--- config.mk ---
export PLATFORM = sky130hd
export DESIGN_NAME = act_pool_2x2
export DESIGN_NICKNAME = d
export VERILOG_FILES = /design/src/rtl/act_pool_2x2.sv
export SDC_FILE = /design/constraint.sdc
export NUM_CORES = 2
export LEC_CHECK = 0
export BUFFER_PORTS_ARGS = -buffer_cell sky130_fd_sc_hd__buf_2
export CORE_MARGIN = 5
export CORE_UTILIZATION = 60
export CTS_BUF_LIST = sky130_fd_sc_hd__clkbuf_8
export CTS_CLUSTER_DIAMETER = 80
export DETAILED_ROUTE_END_ITERATION = 8
export HOLD_SLACK_MARGIN = 0.15
export PLACE_DENSITY = 0.86
export SYNTH_ARGS = -nofsm -noshare
export SYNTH_HDL_FRONTEND = slang
export SYNTH_SLANG_ARGS = --single-unit
--- constraint.sdc ---
create_clock -name clk -period 16.1 [get_ports clk]
set_input_delay 1.61 -clock clk [delete_from_list [all_inputs] [get_ports clk]]
set_output_delay 1.61 -clock clk [all_outputs]
set_load 0.01 [all_outputs]
--- src/rtl/act_pool_2x2.sv ---
// act_pool_2x2: streaming leaky ReLU followed by optional 2x2 stride-2 max
// pooling over one channel plane at a time in raster order. Every beat is
// accepted; results appear a fixed two cycles after the producing beat.
module act_pool_2x2 #(
  parameter int DW    = 16,
  parameter int MAX_W = 416,
  parameter int AW    = 9
) (
  input  logic                 clk,
  input  logic                 rst,
  input  logic [AW-1:0]        cfg_width,
  input  logic [AW-1:0]        cfg_height,
  input  logic                 cfg_pool_en,
  input  logic                 cfg_leaky_en,
  input  logic                 din_valid,
  input  logic signed [DW-1:0] din,
  output logic                 dout_valid,
  output logic signed [DW-1:0] dout,
  output logic                 frame_done
);

  localparam int LB_DEPTH = MAX_W / 2;
  localparam int LBW      = (LB_DEPTH > 1) ? $clog2(LB_DEPTH) : 1;

  function automatic logic signed [DW-1:0] smax(input logic signed [DW-1:0] a,
                                                input logic signed [DW-1:0] b);
    return (a > b) ? a : b;
  endfunction

  // Raster position and per-plane configuration
  logic [AW-1:0] col, row;
  logic [AW-1:0] w_q, h_q;
  logic          pool_q, leaky_q;

  logic          plane_start;
  logic [AW-1:0] w_eff, h_eff;
  logic          pool_eff, leaky_eff;
  logic          col_last, row_last, keep;
  logic signed [DW-1:0] l_comb;

  // Stage-1 registers: activated value plus its position metadata
  logic                 s1_valid;
  logic signed [DW-1:0] s1_l;
  logic                 s1_odd_col, s1_odd_row, s1_keep, s1_last, s1_pool;
  logic [LBW-1:0]       s1_idx;

  logic signed [DW-1:0] pair_q;
  logic signed [DW-1:0] hmax;
  logic signed [DW-1:0] lb_rd;
  logic signed [DW-1:0] line_buf [LB_DEPTH];

  // The first beat of a plane must already see the new configuration, so it
  // uses the live cfg_* inputs while every later beat uses the latched copy.
  always_comb begin
    plane_start = (col == '0) && (row == '0);
    w_eff       = plane_start ? cfg_width    : w_q;
    h_eff       = plane_start ? cfg_height   : h_q;
    pool_eff    = plane_start ? cfg_pool_en  : pool_q;
    leaky_eff   = plane_start ? cfg_leaky_en : leaky_q;
    col_last    = (col == w_eff - AW'(1));
    row_last    = (row == h_eff - AW'(1));
    // Trailing column of an odd-width row and trailing row of an odd-height
    // plane never take part in pooling.
    keep        = !(w_eff[0] && col_last) && !(h_eff[0] && row_last);
    l_comb      = (leaky_eff && din[DW-1]) ? (din >>> 3) : din;
  end

  // Latch configuration on the first beat of each plane
  always_ff @(posedge clk) begin
    if (rst) begin
      w_q     <= '0;
      h_q     <= '0;
      pool_q  <= 1'b0;
      leaky_q <= 1'b0;
    end else if (din_valid && plane_start) begin
      w_q     <= cfg_width;
      h_q     <= cfg_height;
      pool_q  <= cfg_pool_en;
      leaky_q <= cfg_leaky_en;
    end
  end

  // Column/row counters advance only on accepted beats
  always_ff @(posedge clk) begin
    if (rst) begin
      col <= '0;
      row <= '0;
    end else if (din_valid) begin
      if (col_last) begin
        col <= '0;
        row <= row_last ? '0 : row + AW'(1);
      end else begin
        col <= col + AW'(1);
      end
    end
  end

  // Stage 1: register the activated value and where it sits in the plane
  always_ff @(posedge clk) begin
    if (rst) begin
      s1_valid   <= 1'b0;
      s1_l       <= '0;
      s1_odd_col <= 1'b0;
      s1_odd_row <= 1'b0;
      s1_keep    <= 1'b0;
      s1_last    <= 1'b0;
      s1_pool    <= 1'b0;
      s1_idx     <= '0;
    end else begin
      s1_valid <= din_valid;
      if (din_valid) begin
        s1_l       <= l_comb;
        s1_odd_col <= col[0];
        s1_odd_row <= row[0];
        s1_keep    <= keep;
        s1_last    <= col_last && row_last;
        s1_pool    <= pool_eff;
        s1_idx     <= LBW'(col >> 1);
      end
    end
  end

  always_comb begin
    hmax  = smax(pair_q, s1_l);
    lb_rd = line_buf[s1_idx];
  end

  // Hold the even-column value until its odd-column partner arrives
  always_ff @(posedge clk) begin
    if (rst) begin
      pair_q <= '0;
    end else if (s1_valid && s1_pool && s1_keep && !s1_odd_col) begin
      pair_q <= s1_l;
    end
  end

  // Even rows park their horizontal maxima for the following odd row
  always_ff @(posedge clk) begin
    if (s1_valid && s1_pool && s1_keep && s1_odd_col && !s1_odd_row) begin
      line_buf[s1_idx] <= hmax;
    end
  end

  // Stage 2: output register; dout holds between strobes
  always_ff @(posedge clk) begin
    if (rst) begin
      dout       <= '0;
      dout_valid <= 1'b0;
      frame_done <= 1'b0;
    end else begin
      dout_valid <= 1'b0;
      frame_done <= s1_valid && s1_last;
      if (s1_valid) begin
        if (!s1_pool) begin
          dout       <= s1_l;
          dout_valid <= 1'b1;
        end else if (s1_keep && s1_odd_col && s1_odd_row) begin
          dout       <= smax(hmax, lb_rd);
          dout_valid <= 1'b1;
        end
      end
    end
  end

endmodule

==> flow_metrics.env <==
export IMPL_fillers=12400
export IMPL_final_setup_tns_ns=0
export IMPL_drv_cap=0
export IMPL_status="complete, but fails checks"
export IMPL_p_comb_share_pct=3.4
export IMPL_ys_flop_type="edfxtp_1"
export IMPL_hold_depth=2
export IMPL_critPathKind="reg -> reg"
export IMPL_start_util_pct=60.3
export IMPL_async_flop_share_pct=0
export IMPL_chipWidth_um=482
export IMPL_cts_hold_buf=0
export IMPL_drt_total_wl_um=366000
export IMPL_grt_max_degree=210
export IMPL_post_cts_buffers=0
export IMPL_die_y_um=482
export IMPL_globalRouteTotalUtil_pct=31.1
export IMPL_sequentialPowerShare_pct=58.4
export IMPL_syn_to_final_growth_pct=10.6
export IMPL_nNetsFinal=6551
export IMPL_place_congestion=0.908
export IMPL_cts_sinks=3438
export IMPL_htree_levels=5
export IMPL_root_buffer="clkbuf_8"
export IMPL_reg2reg_depth=17
export IMPL_drt_initial_drc_count=13900
export IMPL_hold_ws_ns=0.459
export IMPL_syn_nets=6050
export IMPL_grt_ovfl_total=0
export IMPL_num_rows=173
export IMPL_dp_hpwl_um=199000
export IMPL_ys_ff_latch=3438
export IMPL_rsz0062_at_grt="no"
export IMPL_max_slew_margin_rel_pct=1.50
export IMPL_rrSetupSlack_ns=7.92
export IMPL_drive_above_1_share_pct=29.9
export IMPL_regToRegEndpoint="dout[11]"
export IMPL_clk_pin_slew_ns=0.07
export IMPL_die_area_um2=233000
export IMPL_final_common_cell="edfxtp_1"
export IMPL_drtPass1Iterations=9
export IMPL_tritoncts="yes"
export IMPL_cp_arrival_ns=9.23
export IMPL_clock_path_buffers=4
export IMPL_drt_vias_per_instance=7.19
export IMPL_setup_viol=0
export IMPL_coreArea_um2=222000
export IMPL_grt_pass1_wl_um=511000
export IMPL_routedWlPerCell_um=37.1
export IMPL_io_pins=57
export IMPL_power_density_nw_per_um2=115
export IMPL_remaining_drc_errors=5
export IMPL_violations="DRC"
export IMPL_internal_power_mw=13.2
export IMPL_finalHoldViolCount=0
export IMPL_ys_seq_area_share_pct=76.3
export IMPL_synthDistinctLibCells=72
export IMPL_setup_worst_path_start_class="flop"
export IMPL_grt_antenna_before_repair=26
export IMPL_crit_path_end_kind="flop"
export IMPL_hp_class="reg -> reg"
export IMPL_dpl_cell_count=8950
export IMPL_layout_worst_path_cycle_share_pct=50.8
export IMPL_fin_skew_ns=0.128
export IMPL_syn_avg_cell_area_um2=22.4
export IMPL_power_switching_mw=3.76
export IMPL_finalCriticalPeriod_ns=8.18
export IMPL_cp_max_fo=82
export IMPL_num_vias=70900
export IMPL_synth_edff_count=3328
export IMPL_hp_start="w_q[8]"
export IMPL_p_clk_share_pct=38.2
export IMPL_tightest_slew_ns=1.47
export IMPL_cts_made_buffers=497
export IMPL_cts_resized=0
export IMPL_ant_nets=0
export IMPL_design_area_um2=148000
export IMPL_layout_common_cells="3328 x edfxtp_1, 1024 x mux4_2, 512 x clkbuf_8"
export IMPL_dpl_cell_area_um2=139000
export IMPL_switching_share_pct=22.1
export IMPL_p_leak_nw=46.0
export IMPL_min_to="w_q[8]"
export IMPL_slew_violations=0
export IMPL_insertion_delay_ns=1.20
export IMPL_cp_required_ns=17.14
export IMPL_grt_pass1_vias=71000
export IMPL_yosysWarnings=0
export IMPL_fin_util_pct=66.6
export IMPL_fmax_mhz=122
export IMPL_synthesis_area_um2=134000
export IMPL_portBuffers=56
export IMPL_final_cells=9855
export IMPL_ir_worst_vdd_mv=0.113
export IMPL_syn_instance_count=5973
## sequential cells by signal, summed over array words and instances (netlist names), named ones only
signal	cells
leaky_q	1
s1_last	1
s1_pool	1
frame_done	1
s1_odd_col	1
dout_valid	1
pool_q	1
s1_idx	8
pair_q	16
col	9
dout	16
line_buf	3328
s1_keep	1
w_q	9
s1_odd_row	1
s1_l	16
row	9
s1_valid	1
h_q	9
## layout make-up
class / count / area (um^2) / share of cell area [%]
inverters: 34 / 145 / 0.0981
well taps: 2975 / 3720 / 2.52
clock buffers: 512 / 7050 / 4.76
repair buffers: 347 / 2590 / 1.75
multi-input cells: 2156 / 30300 / 20.5
clock inverters: 370 / 1900 / 1.28
flip-flops and latches: 3438 / 102000 / 69.0
diodes: 23 / 57.6 / 0.0389
## logic make-up (layout without fill, tap and decap cells)
kind of cell | count (synthesis) | count (layout) | share of synthesized area [%]
DFF | 3438 | 3438 | 76.3
adders and majority gates | 38 | 38 | 0.355
other | 0 | 23 | 0
buffers and inverters | 379 | 1263 | 1.18
and+or+nand+nor | 643 | 643 | 2.16
AOI/OAI and AO/OA | 262 | 262 | 1.34
muxes | 1179 | 1179 | 18.4
xor gates and xnor gates | 34 | 34 | 0.223
## worst max-delay path: stages (launching register included)
cell      delay, ns
dfxtp_4        0.80
buf_12         0.60
buf_4          0.80
buf_4          0.92
mux4_2         0.63
mux4_2         0.47
mux4_2         0.57
mux2i_1        0.31
a22o_1         0.26
ha_1           0.28
o211a_1        0.15
a211oi_1       0.24
a311oi_1       0.10
o21a_1         0.21
o31ai_2        0.20
nor2b_1        0.92
nand2_1        0.21
o311a_1        0.16
## worst max path at each step
stage | from | to | slack [ns] | cells after the start
after floorplan | s1_l[3] | dout[3] | 2.91 | 18
after global placement | flop | dout[0] | 8.22 | 17
after detailed placement | flop | dout[0] | 8.16 | 17
after CTS | flop | dout[12] | 8.08 | 17
after global routing | flop | dout[12] | 7.47 | 17
final | flop | dout[11] | 7.92 | 17
## cells in the mapped netlist, types with 8 or more instances
cell      count  area [um^2]
nor3_1       18         90.1
nor3b_1       9         67.6
buf_1        70          263
nand2_1     162          608
and2_1        8         50.1
a21oi_1      73          365
nor2b_1      21          131
nor4_1       14         87.6
mux4_2     1024        23100
dfxtp_1     110         2200
clkbuf_1    186          698
ha_1         38          475
o311a_1      12          120
xor2_1        9         78.8
buf_2        81          405
mux2_2       34          383
o211ai_1      9         67.6
nand3_1      40          200
nand4_1      22          138
nor2_1      305         1140
a211oi_1     41          308
xnor2_1      25          219
mux2i_1     120         1200
edfxtp_1   3328        99900
inv_1        31          116
a22oi_1      42          315
o21ai_0      28          140
## metrics by stage
stage	setup WS (ns)	power, mW
2_1_floorplan	2.91	10.5
3_3_place_gp	8.22	10.6
3_5_place_dp	8.16	10.7
4_1_cts	8.08	16.9
5_1_grt	7.47	17.5
6_report	7.92	17.0
## metal layers
metal | share of wire, % | vias up | track usage, %
met4 | 6.5 | 10 | 16.2
met2 | 47 | 7481 | 47.6
met1 | 31 | 35600 | 40.8
li1 | - | 26300 | -
met5 | 0.047 | - | 0
met3 | 16 | 1519 | 10.0
## power groups by stage
| stage | combinational (mW) | sequential, mW | clock (mW) |
|---|---|---|---|
| after floorplan | 0.337 | 10.2 | 0 |
| after global placement | 0.517 | 10.1 | 0 |
| after detailed placement | 0.555 | 10.1 | 0 |
| after CTS | 0.559 | 9.93 | 6.46 |
| after global routing | 0.604 | 9.92 | 6.97 |
| final | 0.577 | 9.93 | 6.49 |
No activity file was read; power rests on OpenSTA's default activity.
